==> config.mk <==
export PLATFORM = sky130hd
export DESIGN_NAME = wb_arbiter
export DESIGN_NICKNAME = d
export VERILOG_FILES = /design/src/rtl/wb_arbiter_pkg.sv /design/src/rtl/wb_arbiter_fifo.sv /design/src/rtl/wb_arbiter.sv
export SDC_FILE = /design/constraint.sdc
export NUM_CORES = 1
export LEC_CHECK = 0
export CORE_ASPECT_RATIO = 0.5
export CORE_UTILIZATION = 35
export DETAILED_ROUTE_END_ITERATION = 7
export GPL_ROUTABILITY_DRIVEN = 0
export PLACE_DENSITY = 0.55
export REMOVE_ABC_BUFFERS = 1
export SLEW_MARGIN = 5
export SYNTH_ARGS = -nofsm -noshare
export SYNTH_HDL_FRONTEND = slang
export SYNTH_SLANG_ARGS = --single-unit
==> constraint.sdc <==
create_clock -name clk -period 6.7 [get_ports clk]
set_input_delay 2.01 -clock clk [delete_from_list [all_inputs] [get_ports clk]]
set_output_delay 2.01 -clock clk [all_outputs]
set_load 0.05 [all_outputs]
==> src/rtl/wb_arbiter_pkg.sv <==
// Shared writeback types, source ids and the ROB age helper.
// The ROB and the FU flush logic use rob_is_younger() as well.
package wb_arbiter_pkg;

  localparam int NUM_WB_REQ   = 3;
  localparam int WB_SRC_ALU   = 0;
  localparam int WB_SRC_BR    = 1;
  localparam int WB_SRC_LSU   = 2;

  localparam int WB_DATA_W    = 32;
  localparam int WB_PREG_W    = 7;
  localparam int WB_ROB_TAG_W = 4;
  localparam int WB_SRC_W     = 2;

  typedef struct packed {
    logic                    has_rd;
    logic [WB_PREG_W-1:0]    preg;
    logic [WB_DATA_W-1:0]    data;
    logic [WB_ROB_TAG_W-1:0] rob_tag;
  } wb_req_t;

  // Ages are distances from the ROB head, so wrap-around compares correctly.
  function automatic logic rob_is_younger(input logic [WB_ROB_TAG_W-1:0] tag,
                                          input logic [WB_ROB_TAG_W-1:0] ref_tag,
                                          input logic [WB_ROB_TAG_W-1:0] head_tag);
    logic [WB_ROB_TAG_W-1:0] age_tag;
    logic [WB_ROB_TAG_W-1:0] age_ref;
    age_tag = tag - head_tag;
    age_ref = ref_tag - head_tag;
    return age_tag > age_ref;
  endfunction

endpackage

==> src/rtl/wb_arbiter_fifo.sv <==
// Per-requester result buffer with a live bit per entry.
// A flush clears live on younger entries; dead entries are dropped at the head.
module wb_req_fifo
  import wb_arbiter_pkg::*;
#(
  parameter int DEPTH = 2
) (
  input  logic                    clk,
  input  logic                    reset,
  input  logic                    push,
  input  wb_req_t                 push_req,
  input  logic                    pop,
  input  logic                    flush,
  input  logic [WB_ROB_TAG_W-1:0] flush_tag,
  input  logic [WB_ROB_TAG_W-1:0] head_tag,
  output logic                    ready,
  output logic                    head_valid,
  output logic                    head_live,
  output wb_req_t                 head_req
);

  localparam int PTR_W = $clog2(DEPTH);
  localparam logic [PTR_W:0] DEPTH_C = (PTR_W+1)'(DEPTH);

  wb_req_t          mem_q [DEPTH];
  wb_req_t          mem_d [DEPTH];
  logic [DEPTH-1:0] live_q, live_d;
  logic [PTR_W-1:0] rd_ptr_q, rd_ptr_d;
  logic [PTR_W-1:0] wr_ptr_q, wr_ptr_d;
  logic [PTR_W:0]   count_q, count_d;
  logic             do_push;
  logic             do_pop;
  logic             not_full;

  assign not_full   = count_q < DEPTH_C;
  assign ready      = reset & not_full;
  assign head_valid = count_q != '0;
  assign head_live  = live_q[rd_ptr_q];
  assign head_req   = mem_q[rd_ptr_q];

  always_comb begin
    mem_d    = mem_q;
    live_d   = live_q;
    rd_ptr_d = rd_ptr_q;
    wr_ptr_d = wr_ptr_q;
    do_push  = push & not_full;
    do_pop   = pop & head_valid;

    if (flush) begin
      for (int i = 0; i < DEPTH; i++) begin
        if (rob_is_younger(mem_q[i].rob_tag, flush_tag, head_tag)) live_d[i] = 1'b0;
      end
    end

    if (do_push) begin
      mem_d[wr_ptr_q]  = push_req;
      live_d[wr_ptr_q] = ~(flush & rob_is_younger(push_req.rob_tag, flush_tag, head_tag));
      wr_ptr_d         = wr_ptr_q + 1'b1;
    end

    if (do_pop) rd_ptr_d = rd_ptr_q + 1'b1;

    count_d = count_q + (PTR_W+1)'(do_push) - (PTR_W+1)'(do_pop);
  end

  always_ff @(posedge clk or negedge reset) begin
    if (!reset) begin
      for (int i = 0; i < DEPTH; i++) mem_q[i] <= '0;
      live_q   <= '0;
      rd_ptr_q <= '0;
      wr_ptr_q <= '0;
      count_q  <= '0;
    end else begin
      for (int i = 0; i < DEPTH; i++) mem_q[i] <= mem_d[i];
      live_q   <= live_d;
      rd_ptr_q <= rd_ptr_d;
      wr_ptr_q <= wr_ptr_d;
      count_q  <= count_d;
    end
  end

endmodule

==> src/rtl/wb_arbiter.sv <==
// Round-robin writeback arbiter: three FU result buffers share one PRF write
// port and one ROB completion port, with squash of results behind a mispredict.
module wb_arbiter
  import wb_arbiter_pkg::*;
#(
  parameter int NUM_REQ   = NUM_WB_REQ,
  parameter int BUF_DEPTH = 2,
  parameter int DATA_W    = WB_DATA_W,
  parameter int PREG_W    = WB_PREG_W,
  parameter int ROB_TAG_W = WB_ROB_TAG_W
) (
  input  logic                              clk,
  input  logic                              reset,
  input  logic [NUM_REQ-1:0]                req_valid,
  output logic [NUM_REQ-1:0]                req_ready,
  input  logic [NUM_REQ-1:0]                req_has_rd,
  input  logic [NUM_REQ-1:0][PREG_W-1:0]    req_preg,
  input  logic [NUM_REQ-1:0][DATA_W-1:0]    req_data,
  input  logic [NUM_REQ-1:0][ROB_TAG_W-1:0] req_rob_tag,
  input  logic                              mispredict,
  input  logic [ROB_TAG_W-1:0]              mispredict_tag,
  input  logic [ROB_TAG_W-1:0]              rob_head_tag,
  output logic                              wb_valid,
  output logic                              wb_we,
  output logic [PREG_W-1:0]                 wb_preg,
  output logic [DATA_W-1:0]                 wb_data,
  output logic [ROB_TAG_W-1:0]              wb_rob_tag,
  output logic [WB_SRC_W-1:0]               wb_src
);

  wb_req_t               push_req [NUM_REQ];
  wb_req_t               head_req [NUM_REQ];
  logic [NUM_REQ-1:0]    head_valid;
  logic [NUM_REQ-1:0]    head_live;
  logic [NUM_REQ-1:0]    cand;
  logic [NUM_REQ-1:0]    dead;
  logic [NUM_REQ-1:0]    pop;

  logic                  found;
  logic                  kill;
  logic [WB_SRC_W-1:0]   win;
  int                    idx;

  logic                  wb_valid_q,   wb_valid_d;
  logic                  wb_we_q,      wb_we_d;
  logic [PREG_W-1:0]     wb_preg_q,    wb_preg_d;
  logic [DATA_W-1:0]     wb_data_q,    wb_data_d;
  logic [ROB_TAG_W-1:0]  wb_rob_tag_q, wb_rob_tag_d;
  logic [WB_SRC_W-1:0]   wb_src_q,     wb_src_d;
  logic [WB_SRC_W-1:0]   rr_ptr_q,     rr_ptr_d;

  for (genvar g = 0; g < NUM_REQ; g++) begin : g_req
    assign push_req[g] = '{has_rd:  req_has_rd[g],
                           preg:    req_preg[g],
                           data:    req_data[g],
                           rob_tag: req_rob_tag[g]};

    wb_req_fifo #(.DEPTH(BUF_DEPTH)) u_fifo (
      .clk        (clk),
      .reset      (reset),
      .push       (req_valid[g]),
      .push_req   (push_req[g]),
      .pop        (pop[g]),
      .flush      (mispredict),
      .flush_tag  (mispredict_tag),
      .head_tag   (rob_head_tag),
      .ready      (req_ready[g]),
      .head_valid (head_valid[g]),
      .head_live  (head_live[g]),
      .head_req   (head_req[g])
    );
  end

  assign cand = head_valid & head_live;
  assign dead = head_valid & ~head_live;

  always_comb begin
    found = 1'b0;
    win   = '0;
    idx   = 0;
    for (int k = 0; k < NUM_REQ; k++) begin
      idx = int'(rr_ptr_q) + k;
      if (idx >= NUM_REQ) idx = idx - NUM_REQ;
      if (!found && cand[idx]) begin
        found = 1'b1;
        win   = WB_SRC_W'(idx);
      end
    end

    // A younger winner is still popped, but never reaches the port.
    kill = found & mispredict &
           rob_is_younger(head_req[win].rob_tag, mispredict_tag, rob_head_tag);

    pop = dead;
    if (found) pop[win] = 1'b1;

    wb_valid_d   = found & ~kill;
    wb_we_d      = 1'b0;
    wb_preg_d    = wb_preg_q;
    wb_data_d    = wb_data_q;
    wb_rob_tag_d = wb_rob_tag_q;
    wb_src_d     = wb_src_q;
    rr_ptr_d     = rr_ptr_q;

    if (wb_valid_d) begin
      wb_we_d      = head_req[win].has_rd;
      wb_preg_d    = head_req[win].preg;
      wb_data_d    = head_req[win].data;
      wb_rob_tag_d = head_req[win].rob_tag;
      wb_src_d     = win;
      rr_ptr_d     = (win == WB_SRC_W'(NUM_REQ-1)) ? '0 : win + 1'b1;
    end
  end

  always_ff @(posedge clk or negedge reset) begin
    if (!reset) begin
      wb_valid_q   <= 1'b0;
      wb_we_q      <= 1'b0;
      wb_preg_q    <= '0;
      wb_data_q    <= '0;
      wb_rob_tag_q <= '0;
      wb_src_q     <= '0;
      rr_ptr_q     <= '0;
    end else begin
      wb_valid_q   <= wb_valid_d;
      wb_we_q      <= wb_we_d;
      wb_preg_q    <= wb_preg_d;
      wb_data_q    <= wb_data_d;
      wb_rob_tag_q <= wb_rob_tag_d;
      wb_src_q     <= wb_src_d;
      rr_ptr_q     <= rr_ptr_d;
    end
  end

  assign wb_valid   = wb_valid_q;
  assign wb_we      = wb_we_q;
  assign wb_preg    = wb_preg_q;
  assign wb_data    = wb_data_q;
  assign wb_rob_tag = wb_rob_tag_q;
  assign wb_src     = wb_src_q;

endmodule

==> impl_metrics.tcl, run 1 <==
set metrics [dict create \
    grt_pass1_vias 11800 \
    clock_latency_ns 0.54 \
    yosysMostFrequentCell "mux2_2" \
    core_area_mm2 0.0472 \
    setup_ws_ns 1.35 \
    hold_buffers 0 \
    worstPathMaxFanout 51 \
    cts_tree "done" \
    vias 10800 \
    vdd_drop_max_mv 0.686 \
    yosysUniqueCellTypes 50 \
    status "finished, final reports clean" \
    initial_core_util 0.357 \
    path_class "input pin to output port" \
    startpoint_type "input pin" \
    cts_resized 0 \
    num_rows 56 \
    yosys.area.top_type "dfrtp_1" \
    ys_warn_count 0 \
    fin_nets 1689 \
    maxCapViolCount 0 \
    rsz0062_at_grt "no" \
    drc_errors 0 \
    ant_nets 0 \
    numPortBuffers 195 \
    ys_seq_area_frac 0.493 \
    drive_gt1_frac 0.310 \
    top_layer "met4" \
    syn_area_mm2 0.0168 \
    hold_viol_final 0 \
    critPathCaptureType "output port" \
    grt.total_usage 0.183 \
    drt-initial-drc-count 434 \
    arrival_ns 3.34 \
    routed-wl-met3_um 1270 \
    path_clk_slew_ns 0.06 \
    fillerInstances 4248 \
    antenna_cells 0 \
    cellLeakagePower_nw 8.82 \
    firstDrtPassIters 5 \
    slew_headroom 0.291 \
    synth_edf_count 0 \
    hp-class "register to register" \
    cts-root-buf "clkbuf_16" \
    ys.flop_type "dfrtp_1" \
    ys_seq_elements 331 \
    vias_per_cell 5.12 \
    clk_path_buf_depth 3 \
    cts_max_level 2 \
    fmaxAchievable_mhz 187 \
    cts_buffers 34 \
    finalSetupViolations 0 \
    seqCellArea_mm2 0.00829 \
    fin_crit_sh 0.799 \
    dieArea_mm2 0.0490 \
    synth.area.top_cells "dfrtp_1 (49%), mux2_2 (23%), ha_1 (6.0%), mux2i_1 (5.7%), o221ai_1 (1.6%)" \
    period_needed_ns 5.35 \
    cts.sinks 331 \
    power.density_mw_per_mm2 572 \
    die_h_um 157 \
    synth_top_area_share 0.493 \
    postSynthAreaPerCell_um2 13.3 \
    pin_count 196 \
    syn_to_final_growth_pct 22.2 \
    ys_top_cells_by_count "mux2_2 (341), dfrtp_1 (331), mux2i_1 (95)" \
    worst_slew_pin_slew_ns 1.06 \
    hold-worst-slack_ns 0.501 \
    setup_tns_ns 0 \
    gr-total-overflow 0 \
    finClkSkew_ns 0.0324 \
    wl_per_cell_um 21.1 \
    grt_max_degree 81 \
    place_ws_ns 0.946 \
    required_ns 4.69 \
    dp_cells 2053 \
    slew_violations 0 \
    dp_hpwl_um 29000 \
    dr_wl_met2_um 22700 \
    die_x_um 312 \
    stdcell_count 2111 \
    async_reset_ff_frac 1.00 \
    wirelength_met1_um 19600 \
    postSynthCellCount 1265 \
    multi_input_comb_area_mm2 0.00808 \
    drt-total-wl_um 44400 \
    postCtsSetupBuffers 0 \
    antenna_found_initial 0 \
    grt_pass1_wl_um 69200 \
]
-- kinds of logic (layout without fill, tap and decap cells) --
| family | count (synthesis) | after routing | synth area share |
|---|---|---|---|
| fa+ha+maj | 92 | 92 | 0.0734 |
| compound gates | 127 | 127 | 0.0600 |
| simple gates | 120 | 120 | 0.0344 |
| buf+inv | 112 | 320 | 0.0295 |
| xor+xnor | 44 | 44 | 0.0229 |
| flops | 331 | 331 | 0.493 |
| mux | 439 | 439 | 0.287 |
-- cells in the final DEF, fill, tap and decap left out, drive strengths merged, types with 3 or more instances in the layout --
| cell type | instances |
|---|---|
| a211oi | 7 |
| a21o | 11 |
| a21oi | 25 |
| a221oi | 3 |
| buf | 26 |
| clkbuf | 49 |
| clkdlybuf4s50 | 194 |
| clkinv | 8 |
| dfrtp | 331 |
| fa | 11 |
| ha | 81 |
| inv | 43 |
| mux2 | 343 |
| mux2i | 96 |
| nand2 | 60 |
| nand2b | 8 |
| nand3 | 6 |
| nand4 | 7 |
| nor2 | 9 |
| nor2b | 20 |
| o211ai | 3 |
| o21ai | 23 |
| o221ai | 41 |
| o22ai | 4 |
| or2 | 3 |
| xnor2 | 29 |
| xor2 | 15 |
-- path summary, 6_finish.rpt --
kind / from / end / slack [ns] / cells after the start
setup / recovery: reset / req_ready[2] / 1.35 / 3
hold / removal: g_req[2].u_fifo.mem_q[33] / g_req[2].u_fifo.mem_q[33] / 0.50 / 1
setup reg to reg: g_req[1].u_fifo.rd_ptr_q / wb_data[13] / 1.67 / 17
hold reg to reg: g_req[2].u_fifo.mem_q[33] / g_req[2].u_fifo.mem_q[33] / 0.50 / 1
max in group asynchronous: reset / g_req[2].u_fifo.mem_q[87] / 3.18 / 3
min in group asynchronous: reset / g_req[0].u_fifo.mem_q[1] / 1.38 / 1
-- critical path: stages --
cell	delay, ns
buf_8	0.31
nor2b_1	0.18
clkdlybuf4s50_1	0.81
-- power breakdown --
part / leakage (nW) / switching [W] / internal, W / total [W]
combinational: 4.35 / 0.00324 / 0.00302 / 0.00627
sequential: 3.94 / 0.000567 / 0.00307 / 0.00363
clock: 0.529 / 0.000817 / 0.00103 / 0.00185
-- flip-flops by register name, summed over array words and instances (netlist names) --
register / flops
g_req.u_fifo.live_q: 6
g_req.u_fifo.wr_ptr_q: 3
wb_valid: 1
g_req.u_fifo.count_q: 6
g_req.u_fifo.mem_q: 264
wb_rob_tag: 4
g_req.u_fifo.rd_ptr_q: 3
rr_ptr_q: 2
wb_src: 2
wb_data: 32
wb_we: 1
wb_preg: 7
-- per-stage QoR --
stage | utilization | instance area [um^2] | power (W)
finish | 0.436 | 20500 | 0.0118
global route | 0.436 | 20500 | 0.0126
CTS | 0.436 | 20500 | 0.0119
detailed placement | 0.413 | 19500 | 0.00998
global placement | 0.413 | 19500 | 0.00977
floorplan | - | 16500 | 0.00810
-- per-layer routing --
layer,vias up,GRT usage
li1,4951,-
met1,5655,0.232
met2,142,0.329
met3,60,0.0265
met4,0,0.0455
met5,-,0
-- cell type report --
cell class                      count  area share
Multi-Input combinational cell    822       0.393
Timing Repair Buffer              220       0.105
Clock inverter                      9     0.00384
Sequential cell                   331       0.403
Clock buffer                       49      0.0481
Inverter                           42     0.00767
Tap cell                          638      0.0389
Note: power is estimated with default switching activity, not from simulation.
==> inputs of run 2 (changes only) <==
- clock period: 6.7 -> 5.4 ns (I/O delays scaled with it)
==> run 2 against run 1 <==
Hold slack lost 0.0022 ns. Non-clock buffer count is 1 lower. Routed wire length grew 3.5%. Critical endpoint is now wb_data[18]. Highest routed layer unchanged. Sequential power increased by 25%. Clock power grew 26%.
==> impl_metrics.tcl, run 2 (synthesis gave the netlist of run 1 again) <==
set metrics [dict create \
    pin_count 196 \
    numPortBuffers 195 \
    grt_max_degree 83 \
    drc_errors 0 \
    fin_nets 1689 \
    finClkSkew_ns 0.0227 \
    top_layer "met4" \
    worstPathMaxFanout 49 \
    largest_reg_flops 264 \
    postCtsSetupBuffers 0 \
    syn_to_final_growth_pct 22.5 \
    path_clk_slew_ns 0.06 \
    clk_path_buf_depth 3 \
    final_common_cell "mux2_2" \
    path_class "register to register" \
    wl_per_cell_um 21.7 \
    fmaxAchievable_mhz 217 \
    maxCapViolCount 0 \
    grt_pass1_wl_um 70900 \
    gr-total-overflow 0 \
    clock_latency_ns 0.54 \
    grt.total_usage 0.190 \
    drt-initial-drc-count 527 \
    wirelength_met1_um 19700 \
    vdd_drop_max_mv 0.990 \
    p_total_w 0.0147 \
    ant_nets 0 \
    cts_tree "done" \
    final_area_mm2 0.0206 \
    startpoint_type "register" \
    vias_per_cell 5.10 \
    grt_pass1_vias 12000 \
    cts-root-buf "clkbuf_16" \
    core_area_mm2 0.0472 \
    setup_ws_ns 0.797 \
    drt-total-wl_um 46000 \
    hold_buffers 0 \
    cellLeakagePower_nw 8.82 \
    dr_wl_met2_um 24300 \
    regToRegSetupSlack_ns 0.80 \
    largest_register "g_req.u_fifo.mem_q" \
    cts_max_level 2 \
    slew_headroom 0.274 \
    vias 10800 \
    period_needed_ns 4.60 \
    num_rows 56 \
    antenna_found_initial 4 \
    cts_resized 0 \
    firstDrtPassIters 4 \
    rsz0062_at_grt "no" \
    worst_slew_pin_slew_ns 1.09 \
    status "finished, final reports clean" \
    slew_violations 0 \
    place_ws_ns 0.452 \
    setup_tns_ns 0 \
    critPathCaptureType "register" \
    dieArea_mm2 0.0490 \
    hold_viol_final 0 \
    finalSetupViolations 0 \
    fin_crit_sh 0.852 \
    die_h_um 157 \
    routed-wl-met3_um 1390 \
    initial_core_util 0.357 \
    required_ns 5.82 \
    fillerInstances 4285 \
    cts_buffers 35 \
    layout_common_cells "mux2_2 (341), dfrtp_1 (328), clkdlybuf4s50_1 (192), mux2i_1 (95), ha_1 (81)" \
    die_x_um 312 \
    cts.sinks 331 \
    arrival_ns 5.02 \
    drive_gt1_frac 0.309 \
    placed_area_mm2 0.0195 \
    dp_hpwl_um 29400 \
    power.density_mw_per_mm2 713 \
    hp-class "register to register" \
]
-- run 2: changes by cell type in the layout (fill, tap and decap cells not counted), sizes merged --
| cell | previous run | this run |
|---|---|---|
| inv | 43 | 44 |
| buf | 26 | 27 |
| clkinv | 8 | 4 |
| diode | 0 | 5 |
| clkbuf | 49 | 53 |
| clkinvlp | 0 | 1 |
| clkdlybuf4s50 | 194 | 192 |
-- run 2: final timing paths --
kind	cells past startpoint	to	from
worst max-delay path	17	wb_data[18]	rr_ptr_q[0]
worst max register to register	17	wb_data[18]	rr_ptr_q[0]
worst min register to register	1	g_req[2].u_fifo.mem_q[36]	g_req[2].u_fifo.mem_q[36]
worst min-delay path	1	g_req[2].u_fifo.mem_q[36]	g_req[2].u_fifo.mem_q[36]
max in group asynchronous	3	g_req[2].u_fifo.mem_q[36]	reset
min in group asynchronous	1	g_req[2].u_fifo.mem_q[45]	reset
-- run 2: critical path, cell delays in order (launching register included) --
cell,delay [ns]
dfrtp_1,0.35
inv_1,0.06
ha_1,0.38
a2111oi_0,0.56
or2_2,0.25
nor2_2,0.10
a221oi_2,0.42
inv_1,0.11
fa_1,0.52
inv_1,0.05
ha_1,0.27
nor2b_1,0.13
o21ai_0,0.14
nand2b_1,0.08
a21oi_1,0.14
o21a_2,0.15
buf_12,0.34
mux2_2,0.39
-- run 2: layout make-up --
class,count,area [um^2],share of cell area
multi-input combinational,822,8080,0.393
clock inverter,7,60.1,0.00292
clock buffer,53,1010,0.0492
sequential,331,8290,0.402
tap,638,798,0.0388
inverter,42,158,0.00765
antenna,5,12.5,0.000608
timing repair buffer,219,2180,0.106
-- run 2: power by group --
group	switching [W]	internal (W)
logic	0.00405	0.00377
clock network	0.00103	0.00130
registers	0.000722	0.00381
-- run 2: layer usage --
metal  vias up  global-route usage
met1      5666               0.234
met3        47              0.0269
li1       4948                   -
met2       128               0.350
met4         0              0.0458
met5         -                   0
-- run 2: stage by stage --
stage,cells,hold slack (ns),utilization
2_1_floorplan,1195,0.463,-
3_3_place_gp,2052,0.480,0.414
3_5_place_dp,2052,0.492,0.414
4_1_cts,2112,0.505,0.436
5_1_grt,2116,0.513,0.437
6_report,2117,0.498,0.437
==> inputs of run 3 (changes only) <==
- CORE_MARGIN: not set -> 1.5
==> run 3 against run 2 <==
Non-clock buffer count increased by 3. Global-route usage decreased by 0.41 points. First-iteration DRC count decreased by 11%. Critical path type unchanged. Setup slack improved by 0.077 ns. Die area increased by 0.96%. Sequential share of layout area decreased by 0.056 points. Critical endpoint is now wb_data[21]. Clock skew decreased by 0.0080 ns. Power decreased by 0.56%. Routed wire length decreased by 2.2%. Via count decreased by 0.57%.
==> impl_metrics.tcl, run 3 (synthesis gave the netlist of run 1 again) <==
set metrics [dict create \
    routed-wl-met3_um 1240 \
    status "finished, final reports clean" \
    clock_latency_ns 0.54 \
    vias 10700 \
    path_class "register to register" \
    gr-total-overflow 0 \
    cellLeakagePower_nw 8.85 \
    setup_ws_ns 0.875 \
    hold_buffers 0 \
    hp-start "g_req[2].u_fifo.mem_q[11]" \
    fin_nets 1692 \
    setup.worst_path.end "wb_data[21]" \
    firstDrtPassIters 4 \
    rsz0062_at_grt "no" \
    hold_viol_final 0 \
    setup_tns_ns 0 \
    largest_reg_flops 264 \
    fillerInstances 4250 \
    dr_wl_met2_um 23400 \
    path_clk_slew_ns 0.06 \
    num_rows 56 \
    vdd_drop_max_mv 0.628 \
    dp_cells 2055 \
    drive_gt1_frac 0.311 \
    critPathCaptureType "register" \
    hold_path_depth 1 \
    die_x_um 313 \
    largest_register "g_req.u_fifo.mem_q" \
    postCtsSetupBuffers 0 \
    cts-root-buf "clkbuf_16" \
    hp-class "register to register" \
    dp_hpwl_um 29800 \
    postLayoutCoreUtil 0.437 \
    initial_core_util 0.357 \
    grt_pass1_vias 12000 \
    cts_tree "done" \
    top_layer "met4" \
    grt.total_usage 0.185 \
    cts_max_level 2 \
    rr_worst_depth 16 \
    regToRegSetupSlack_ns 0.87 \
    stdcell_count 2117 \
    drt-total-wl_um 45000 \
    layout_common_cells "mux2_2 (341), dfrtp_1 (328), clkdlybuf4s50_1 (191), mux2i_1 (95), ha_1 (81)" \
    grt_max_degree 155 \
    wirelength_met1_um 19700 \
    cts_resized 0 \
    numPortBuffers 195 \
    antenna_found_initial 1 \
    syn_to_final_growth_pct 22.6 \
    drt-initial-drc-count 469 \
    dieArea_mm2 0.0495 \
    core_area_mm2 0.0472 \
    wl_per_cell_um 21.3 \
    worstPathMaxFanout 49 \
    die_h_um 158 \
    vias_per_cell 5.07 \
    ant_nets 0 \
    fin_crit_sh 0.838 \
    power.density_mw_per_mm2 708 \
    maxCapViolCount 0 \
    final_common_cell "mux2_2" \
    cts_buffers 35 \
    pin_count 196 \
    arrival_ns 4.94 \
    cts.sinks 331 \
    place_ws_ns 0.368 \
    finalSetupViolations 0 \
    slew_violations 0 \
    drc_errors 0 \
    r2r_end "wb_data[21]" \
    fmaxAchievable_mhz 221 \
    reg2reg_from "rr_ptr_q[0]" \
    finClkSkew_ns 0.0147 \
    required_ns 5.82 \
    slew_headroom 0.361 \
    worst_slew_pin_slew_ns 0.958 \
    startpoint_type "register" \
    period_needed_ns 4.53 \
    startpoint "rr_ptr_q[0]" \
    grt_pass1_wl_um 70800 \
    clk_path_buf_depth 3 \
]
==> run 3: cell types whose count changed in the layout (fill, tap and decap cells not counted), moves of 2 or more <==
cell / change
clkinv_2: +2
diode_2: -4
buf_4: +2
buf_12: +2
clkbuf_8: -2
==> run 3: worst min-delay path by stage <==
stage,to,slack [ns]
after CTS,g_req[2].u_fifo.mem_q[36],0.50
final,g_req[2].u_fifo.mem_q[11],0.50
after floorplan,g_req[0].u_fifo.wr_ptr_q,0.46
after global placement,g_req[2].u_fifo.mem_q[24],0.48
after global routing,g_req[0].u_fifo.mem_q[10],0.51
after detailed placement,g_req[2].u_fifo.mem_q[36],0.49
==> run 3: power breakdown <==
group / switching (W) / internal (W)
logic: 0.00396 / 0.00377
registers: 0.000747 / 0.00381
clock network: 0.00102 / 0.00129
==> run 3: through the flow <==
stage / total power, W / hold slack, ns / instance area [um^2]
after CTS: 0.0148 / 0.502 / 20600
after global placement: 0.0121 / 0.482 / 19500
final: 0.0146 / 0.498 / 20600
after floorplan: 0.0101 / 0.463 / 16500
after global routing: 0.0156 / 0.513 / 20600
after detailed placement: 0.0124 / 0.488 / 19500
==> run 3: critical path: stages (launching register included) <==
cell	delay (ns)
dfrtp_1	0.35
inv_1	0.06
ha_1	0.38
a2111oi_0	0.52
or2_2	0.25
nor2_2	0.09
a221oi_1	0.55
ha_1	0.37
a21oi_1	0.19
xnor2_1	0.15
xnor2_1	0.09
ha_1	0.31
nand4_1	0.09
nand2_1	0.07
o21a_2	0.17
buf_12	0.33
mux2_2	0.39
==> run 3: final cells by class <==
| class | instances | area [um^2] | share of cell area |
|---|---|---|---|
| sequential | 331 | 8290 | 0.402 |
| multi-input combinational | 822 | 8080 | 0.392 |
| timing repair buffer | 222 | 2230 | 0.108 |
| clock buffer | 52 | 990 | 0.0480 |
| tap | 638 | 798 | 0.0387 |
| inverter | 42 | 158 | 0.00764 |
| clock inverter | 9 | 82.6 | 0.00400 |
| antenna | 1 | 2.50 | 0.000121 |
==> run 3: per-layer routing <==
| metal | global-route usage | vias up |
|---|---|---|
| met5 | 0 | - |
| li1 | - | 4942 |
| met2 | 0.343 | 122 |
| met3 | 0.0265 | 51 |
| met1 | 0.231 | 5613 |
| met4 | 0.0377 | 0 |
